--- config.mk ---
export PLATFORM = sky130hd
export DESIGN_NAME = block_to_row_major_unpacker
export DESIGN_NICKNAME = d
export VERILOG_FILES = /design/src/rtl/block_to_row_major_unpacker.sv
export SDC_FILE = /design/constraint.sdc
export NUM_CORES = 1
export LEC_CHECK = 0
export CORE_MARGIN = 2
export CORE_UTILIZATION = 30
export CTS_CLUSTER_SIZE = 25
export DETAILED_ROUTE_END_ITERATION = 6
export MAX_ROUTING_LAYER = met4
export PLACE_DENSITY_LB_ADDON = 0.3
export SLEW_MARGIN = 20
export SYNTH_ARGS = -nofsm -noshare
export SYNTH_HDL_FRONTEND = slang
export SYNTH_SLANG_ARGS = --single-unit
export TNS_END_PERCENT = 20
--- constraint.sdc ---
create_clock -name clk_i -period 9.5 [get_ports clk_i]
set_clock_uncertainty 0.15 [all_clocks]
set_input_delay 1.9 -clock clk_i [delete_from_list [all_inputs] [get_ports clk_i]]
set_output_delay 1.9 -clock clk_i [all_outputs]
set_load 0.01 [all_outputs]
--- src/rtl/block_to_row_major_unpacker.sv ---
// block_to_row_major_unpacker
//
// Copies a K x N matrix stored in 4x4-block-tiled order out of a source SRAM
// into a destination SRAM in plain row-major order, one element per cycle.
// The source is read strictly sequentially; the destination address is built
// incrementally from nested counters (c, r, nb, kb, innermost first), so the
// per-element loop needs no multiplier.
//
// Ports
//   clk_i        clock, rising edge
//   rst_i        asynchronous reset, active-high; aborts any transfer
//   start_i      start request, honoured only while idle
//   K_i, N_i     row / column count, latched with an accepted start
//   src_addr_o   tiled-source read address (holds its value outside READ)
//   src_rdata_i  source read data, one cycle after src_addr_o
//   dst_addr_o   row-major destination write address
//   dst_wdata_o  destination write data (source data passed straight through)
//   dst_we_o     destination write enable
//   busy_o       high whenever a transfer is in progress
//   done_o       one-cycle pulse after the last write
//   err_o        one-cycle pulse when a start request is rejected
module block_to_row_major_unpacker #(
  parameter int DataWidth     = 8,
  parameter int DataDepth     = 4096,
  parameter int AddrWidth     = (DataDepth <= 1) ? 1 : $clog2(DataDepth),
  parameter int SizeAddrWidth = 8
) (
  input  logic                     clk_i,
  input  logic                     rst_i,
  input  logic                     start_i,
  input  logic [SizeAddrWidth-1:0] K_i,
  input  logic [SizeAddrWidth-1:0] N_i,
  output logic [AddrWidth-1:0]     src_addr_o,
  input  logic [DataWidth-1:0]     src_rdata_i,
  output logic [AddrWidth-1:0]     dst_addr_o,
  output logic [DataWidth-1:0]     dst_wdata_o,
  output logic                     dst_we_o,
  output logic                     busy_o,
  output logic                     done_o,
  output logic                     err_o
);

  localparam int BW = SizeAddrWidth - 2;

  typedef enum logic [1:0] {IDLE, READ, DRAIN, DONE} state_t;

  state_t state_q, state_d;

  logic [BW-1:0]            kblk_q;
  logic [SizeAddrWidth-1:0] n_q;
  logic [AddrWidth-1:0]     s_q;
  logic [1:0]               c_q;
  logic [1:0]               r_q;
  logic [BW-1:0]            nb_q;
  logic [BW-1:0]            kb_q;
  logic [AddrWidth-1:0]     kb_base_q;
  logic [AddrWidth-1:0]     row_off_q;
  logic [AddrWidth-1:0]     col_q;
  logic [AddrWidth-1:0]     dst_addr_p1;
  logic                     vld_p1;
  logic                     err_q;

  logic [2*SizeAddrWidth-1:0] kn_prod;
  logic [63:0]                kn_wide;
  logic                       size_ok;
  logic                       accept;
  logic [AddrWidth-1:0]       n_a;
  logic [AddrWidth-1:0]       n4_a;
  logic [AddrWidth-1:0]       d_addr;
  logic                       nb_last;
  logic                       kb_last;
  logic                       last_elem;

  // Size check on the live inputs, done once per start at full product width.
  assign kn_prod = (2*SizeAddrWidth)'(K_i) * (2*SizeAddrWidth)'(N_i);
  assign kn_wide = 64'(kn_prod);
  assign size_ok = (K_i != '0) && (N_i != '0) &&
                   (K_i[1:0] == 2'b00) && (N_i[1:0] == 2'b00) &&
                   (kn_wide <= 64'(DataDepth));
  assign accept  = (state_q == IDLE) && start_i && size_ok;

  // Row term is tracked as kb_base (4*kb*N) plus row_off (r*N); col is 4*nb+c.
  assign n_a       = AddrWidth'(n_q);
  assign n4_a      = n_a << 2;
  assign d_addr    = kb_base_q + row_off_q + col_q;
  assign nb_last   = (nb_q == n_q[SizeAddrWidth-1:2] - BW'(1));
  assign kb_last   = (kb_q == kblk_q - BW'(1));
  assign last_elem = (c_q == 2'd3) && (r_q == 2'd3) && nb_last && kb_last;

  always_ff @(posedge clk_i or posedge rst_i) begin
    if (rst_i) state_q <= IDLE;
    else       state_q <= state_d;
  end

  always_comb begin
    state_d = state_q;
    case (state_q)
      IDLE:    if (accept) state_d = READ;
      READ:    if (last_elem) state_d = DRAIN;
      DRAIN:   state_d = DONE;
      DONE:    state_d = IDLE;
      default: state_d = IDLE;
    endcase
  end

  always_ff @(posedge clk_i or posedge rst_i) begin
    if (rst_i) begin
      kblk_q      <= '0;
      n_q         <= '0;
      s_q         <= '0;
      c_q         <= '0;
      r_q         <= '0;
      nb_q        <= '0;
      kb_q        <= '0;
      kb_base_q   <= '0;
      row_off_q   <= '0;
      col_q       <= '0;
      dst_addr_p1 <= '0;
      vld_p1      <= 1'b0;
      err_q       <= 1'b0;
    end else begin
      err_q <= (state_q == IDLE) && start_i && !size_ok;

      // p0 -> p1: the address issued now has its data back next cycle,
      // so the write address and write strobe are delayed by one stage.
      vld_p1 <= (state_q == READ);
      if (state_q == READ) dst_addr_p1 <= d_addr;

      if (accept) begin
        kblk_q    <= K_i[SizeAddrWidth-1:2];
        n_q       <= N_i;
        s_q       <= '0;
        c_q       <= '0;
        r_q       <= '0;
        nb_q      <= '0;
        kb_q      <= '0;
        kb_base_q <= '0;
        row_off_q <= '0;
        col_q     <= '0;
      end else if ((state_q == READ) && !last_elem) begin
        s_q <= s_q + AddrWidth'(1);
        c_q <= c_q + 2'd1;
        if (c_q != 2'd3) begin
          col_q <= col_q + AddrWidth'(1);
        end else if (r_q != 2'd3) begin
          // next row inside the same block: back to the block's first column
          r_q       <= r_q + 2'd1;
          row_off_q <= row_off_q + n_a;
          col_q     <= col_q - AddrWidth'(3);
        end else begin
          r_q       <= 2'd0;
          row_off_q <= '0;
          if (!nb_last) begin
            nb_q  <= nb_q + BW'(1);
            col_q <= col_q + AddrWidth'(1);
          end else begin
            nb_q      <= '0;
            col_q     <= '0;
            kb_q      <= kb_q + BW'(1);
            kb_base_q <= kb_base_q + n4_a;
          end
        end
      end
    end
  end

  assign src_addr_o  = s_q;
  assign dst_addr_o  = dst_addr_p1;
  assign dst_we_o    = vld_p1;
  // Gated so the write-data bus reads zero whenever no write is in flight.
  assign dst_wdata_o = vld_p1 ? src_rdata_i : '0;
  assign busy_o      = (state_q != IDLE);
  assign done_o      = (state_q == DONE);
  assign err_o       = err_q;

endmodule

==> metrics.md <==
| Metric | Value |
|---|---|
| Post-Syn Area | 8370 µm² |
| WL/cell | 14.5 µm |
| Total number of vias | 6440 |
| Met1 usage | 19.0% |
| Clock slew at reported path FFs | 0.07 ns |
| GRT met2 Usage | 23.6% |
| Layout cells sized above 1 | 5.96% |
| Final Instance Area | 9600 µm² |
| Final ANT Viol Nets | 0 |
| Input/output buffers | 62 |
| Hold Path Class | flip-flop to flip-flop |
| Post-CTS Resized | 0 |
| CTS Sinks | 92 |
| Sw Pwr | 408 µW |
| Rows | 61 |
| Worst-path fanout max | 43 |
| RSZ-0062 raised after global routing | false |
| Number of DRC markers in iteration 0 | 317 |
| Die Area | 29300 µm² |
| Final Worst Setup Slack | 1.84 ns |
| Power per cell area | 125 nW/µm² |
| Vias in the first global route | 6487 |
| Fin. max-slew vios | 0 |
| Routed WL | 19400 µm |
| Die width | 171 µm |
| Ys Warns | 0 |
| Routability cong. | 0.836 |
| Core area | 27600 µm² |
| Peak supply drop | 0.000104 V |
| Worst-Margin Slew | 0.834 ns |
| Number of synthesized flops with an enable pin | 0 |
| GR Util met3 | 1.97% |
| Commonest cells after routing, fill and taps aside | dfrtp_1, nor2_1, inv_1 |
| Die Ht | 171 µm |
| Hold WS | 0.330 ns |
| CP Data Arrival Time | 7.73 ns |
| #FFs+latches synth | 92 |
| CTS Root Cell | clkbuf_16 |
| Final-report hold violation count | 0 |
| Total GRT Usage | 14.4% |
| Antenna violations before repair | 0 |
| Avg Cell Area, Syn | 9.17 µm² |
| Crit path required time | 9.57 ns |
| Clk buf depth | 2 |
| Crit path kind | input port to flip-flop |
| Area after DPL | 9280 µm² |
| Register area share after synthesis | 27.5% |
| Critical path startpoint category | input port |
| Fill count | 2876 |
| Switch share | 33.9% |
| Clk Latency, worst-skew pair | 0.35 ns |
| IO Pins | 63 |
| Async SR Flop Fraction | 100% |
| Placed wire-length estimate | 14600 µm |
| Most crowded layer after global routing | met2 |
| H-tree level count | 3 |
| Post-route DRC | 0 |
| Post-Synthesis Cells | 913 |
| CTS tree | yes |
| Most common cell after layout, fill and taps aside | dfrtp_1 |
| Largest net degree at the start of global routing | 60 |
| Critical path endpoint category | flip-flop |
| Layout area overhead | 14.7% |
| Synth top area share | 27.5% |
| Routed vias/inst | 4.83 |
| # setup viols final | 0 |
| CTS buffer count | 9 |
| Multi-input logic area | 5540 µm² |
| # diodes | 0 |
| Post-Place Cells | 1318 |
| Max Cap Viol | 0 |
| Pleak | 4.43 nW |
| Relative slew margins | 43.9% |
| Synth Flop Type | dfrtp_1 |
| Postcts setup bufs | 0 |
| Min cycle time layout | 7.66 ns |
| FF+latch area | 2300 µm² |
| Post-Syn Nets | 1065 |
| Status | complete, no violations |
| Total power | 1.20 mW |
| DRT Pass-1 Iters | 4 |
| Cell taking the most area after synthesis | dfrtp_1 |
| F_max | 131 MHz |
| Comb pwr share | 34.2% |
| Initial Utilization | 30.3% |
| # hold bufs at CTS | 0 |
| Grt ovf | 0 |
| Finished Core Util | 34.7% |
| Fin cells | 1334 |
| Pre-CTS setup slack | 1.39 ns |
| Fin Setup TNS | 0 ns |
| Fin nets | 1103 |
| Seq pwr share | 32.6% |
| First-pass GRT wire length | 32800 µm |
| Clock group share of total power | 33.2% |
| Yosys cell types | 72 |
| Final Cycle Share | 80.7% |
| Top cells by area, synth | dfrtp_1, ha_1, fa_1 |
| Power Internal | 794 µW |
==> Yosys cell counts (all sizes together), types with 4 or more instances <==
| master | count |
|---|---|
| clkbuf | 20 |
| o21a | 5 |
| nor3 | 26 |
| a211oi | 8 |
| a22o | 5 |
| a311oi | 4 |
| or2 | 6 |
| mux2 | 17 |
| nand2 | 73 |
| mux2i | 14 |
| or3 | 5 |
| a31oi | 11 |
| or4 | 4 |
| nor4 | 11 |
| and3 | 12 |
| xnor2 | 41 |
| dfrtp | 92 |
| buf | 19 |
| fa | 48 |
| ha | 77 |
| o21ai | 34 |
| inv | 82 |
| and2 | 39 |
| a21oi | 39 |
| o31ai | 7 |
| nor2b | 14 |
| nor2 | 83 |
| nand2b | 7 |
| a21o | 12 |
| nand4 | 4 |
| o211ai | 5 |
| nand3 | 27 |
| xor2 | 22 |
| a211o | 5 |
==> cell families after synthesis <==
group,Yosys count,share of synthesized area [%]
buffers and inverters,122,6.41
adder cells (fa/ha/maj),125,23.0
XOR/XNOR,63,6.59
flip-flops,92,27.5
multiplexers,31,3.96
AND/OR/NAND/NOR,322,19.5
AO/OA/AOI/OAI,158,13.1
==> layout make-up <==
class / instances / share of cell area, %
clock buffer: 9 / 2.35
timing repair buffer: 66 / 6.78
clock inverter: 7 / 1.03
inverter: 83 / 3.27
tap: 378 / 4.93
multi-input combinational: 699 / 57.7
sequential: 92 / 24.0
==> worst max-delay path, stage by stage <==
cell	delay (ns)
clkdlybuf4s50_1	0.75
nand2_1	0.14
fa_1	0.50
fa_1	0.52
fa_1	0.52
fa_1	0.55
inv_1	0.04
ha_1	0.36
nand3_1	0.17
o211ai_1	0.35
mux2i_1	0.23
nand4_1	0.12
o32ai_2	0.29
and4bb_4	0.64
buf_4	0.50
nor3_1	0.12
==> routing by layer <==
layer  part of all wire (%)  vias to the layer above  wire, µm
met5                      0                        -         0
met4                   0.97                        0       187
met3                    2.2                       16       420
met2                     48                       87      9260
met1                     49                     3135      9510
li1                       -                     3202         -
==> flip-flops by register name (all words and copies together), names as in the netlist <==
register and cells:
state_q 2, r_q 2, dst_we_o 1, kb_q 6
n_q 8, kblk_q 6, row_off_q 12, src_addr_o 12
nb_q 6, col_q 12, c_q 2, dst_addr_o 12
kb_base_q 10, err_o 1
==> worst paths after layout <==
check	start	cells after the start	end	slack (ns)
min	dst_addr_o[5]	1	dst_addr_o[5]	0.33
min reg2reg	dst_addr_o[5]	1	dst_addr_o[5]	0.33
max	N_i[6]	16	col_q[9]	1.84
max in group asynchronous	rst_i	3	col_q[0]	6.27
min in group asynchronous	rst_i	2	src_addr_o[11]	1.77
max reg2reg	state_q[1]	9	kb_base_q[11]	5.83
==> power by group through the flow <==
stage / Sequential, mW / Clock (mW) / Combinational [mW]
after floorplan: 0.399 / 0 / 0.318
after global placement: 0.399 / 0 / 0.412
after detailed placement: 0.399 / 0 / 0.412
after CTS: 0.391 / 0.412 / 0.415
after global routing: 0.391 / 0.425 / 0.472
final: 0.391 / 0.400 / 0.411
Note: power is estimated with default switching activity, not from simulation.
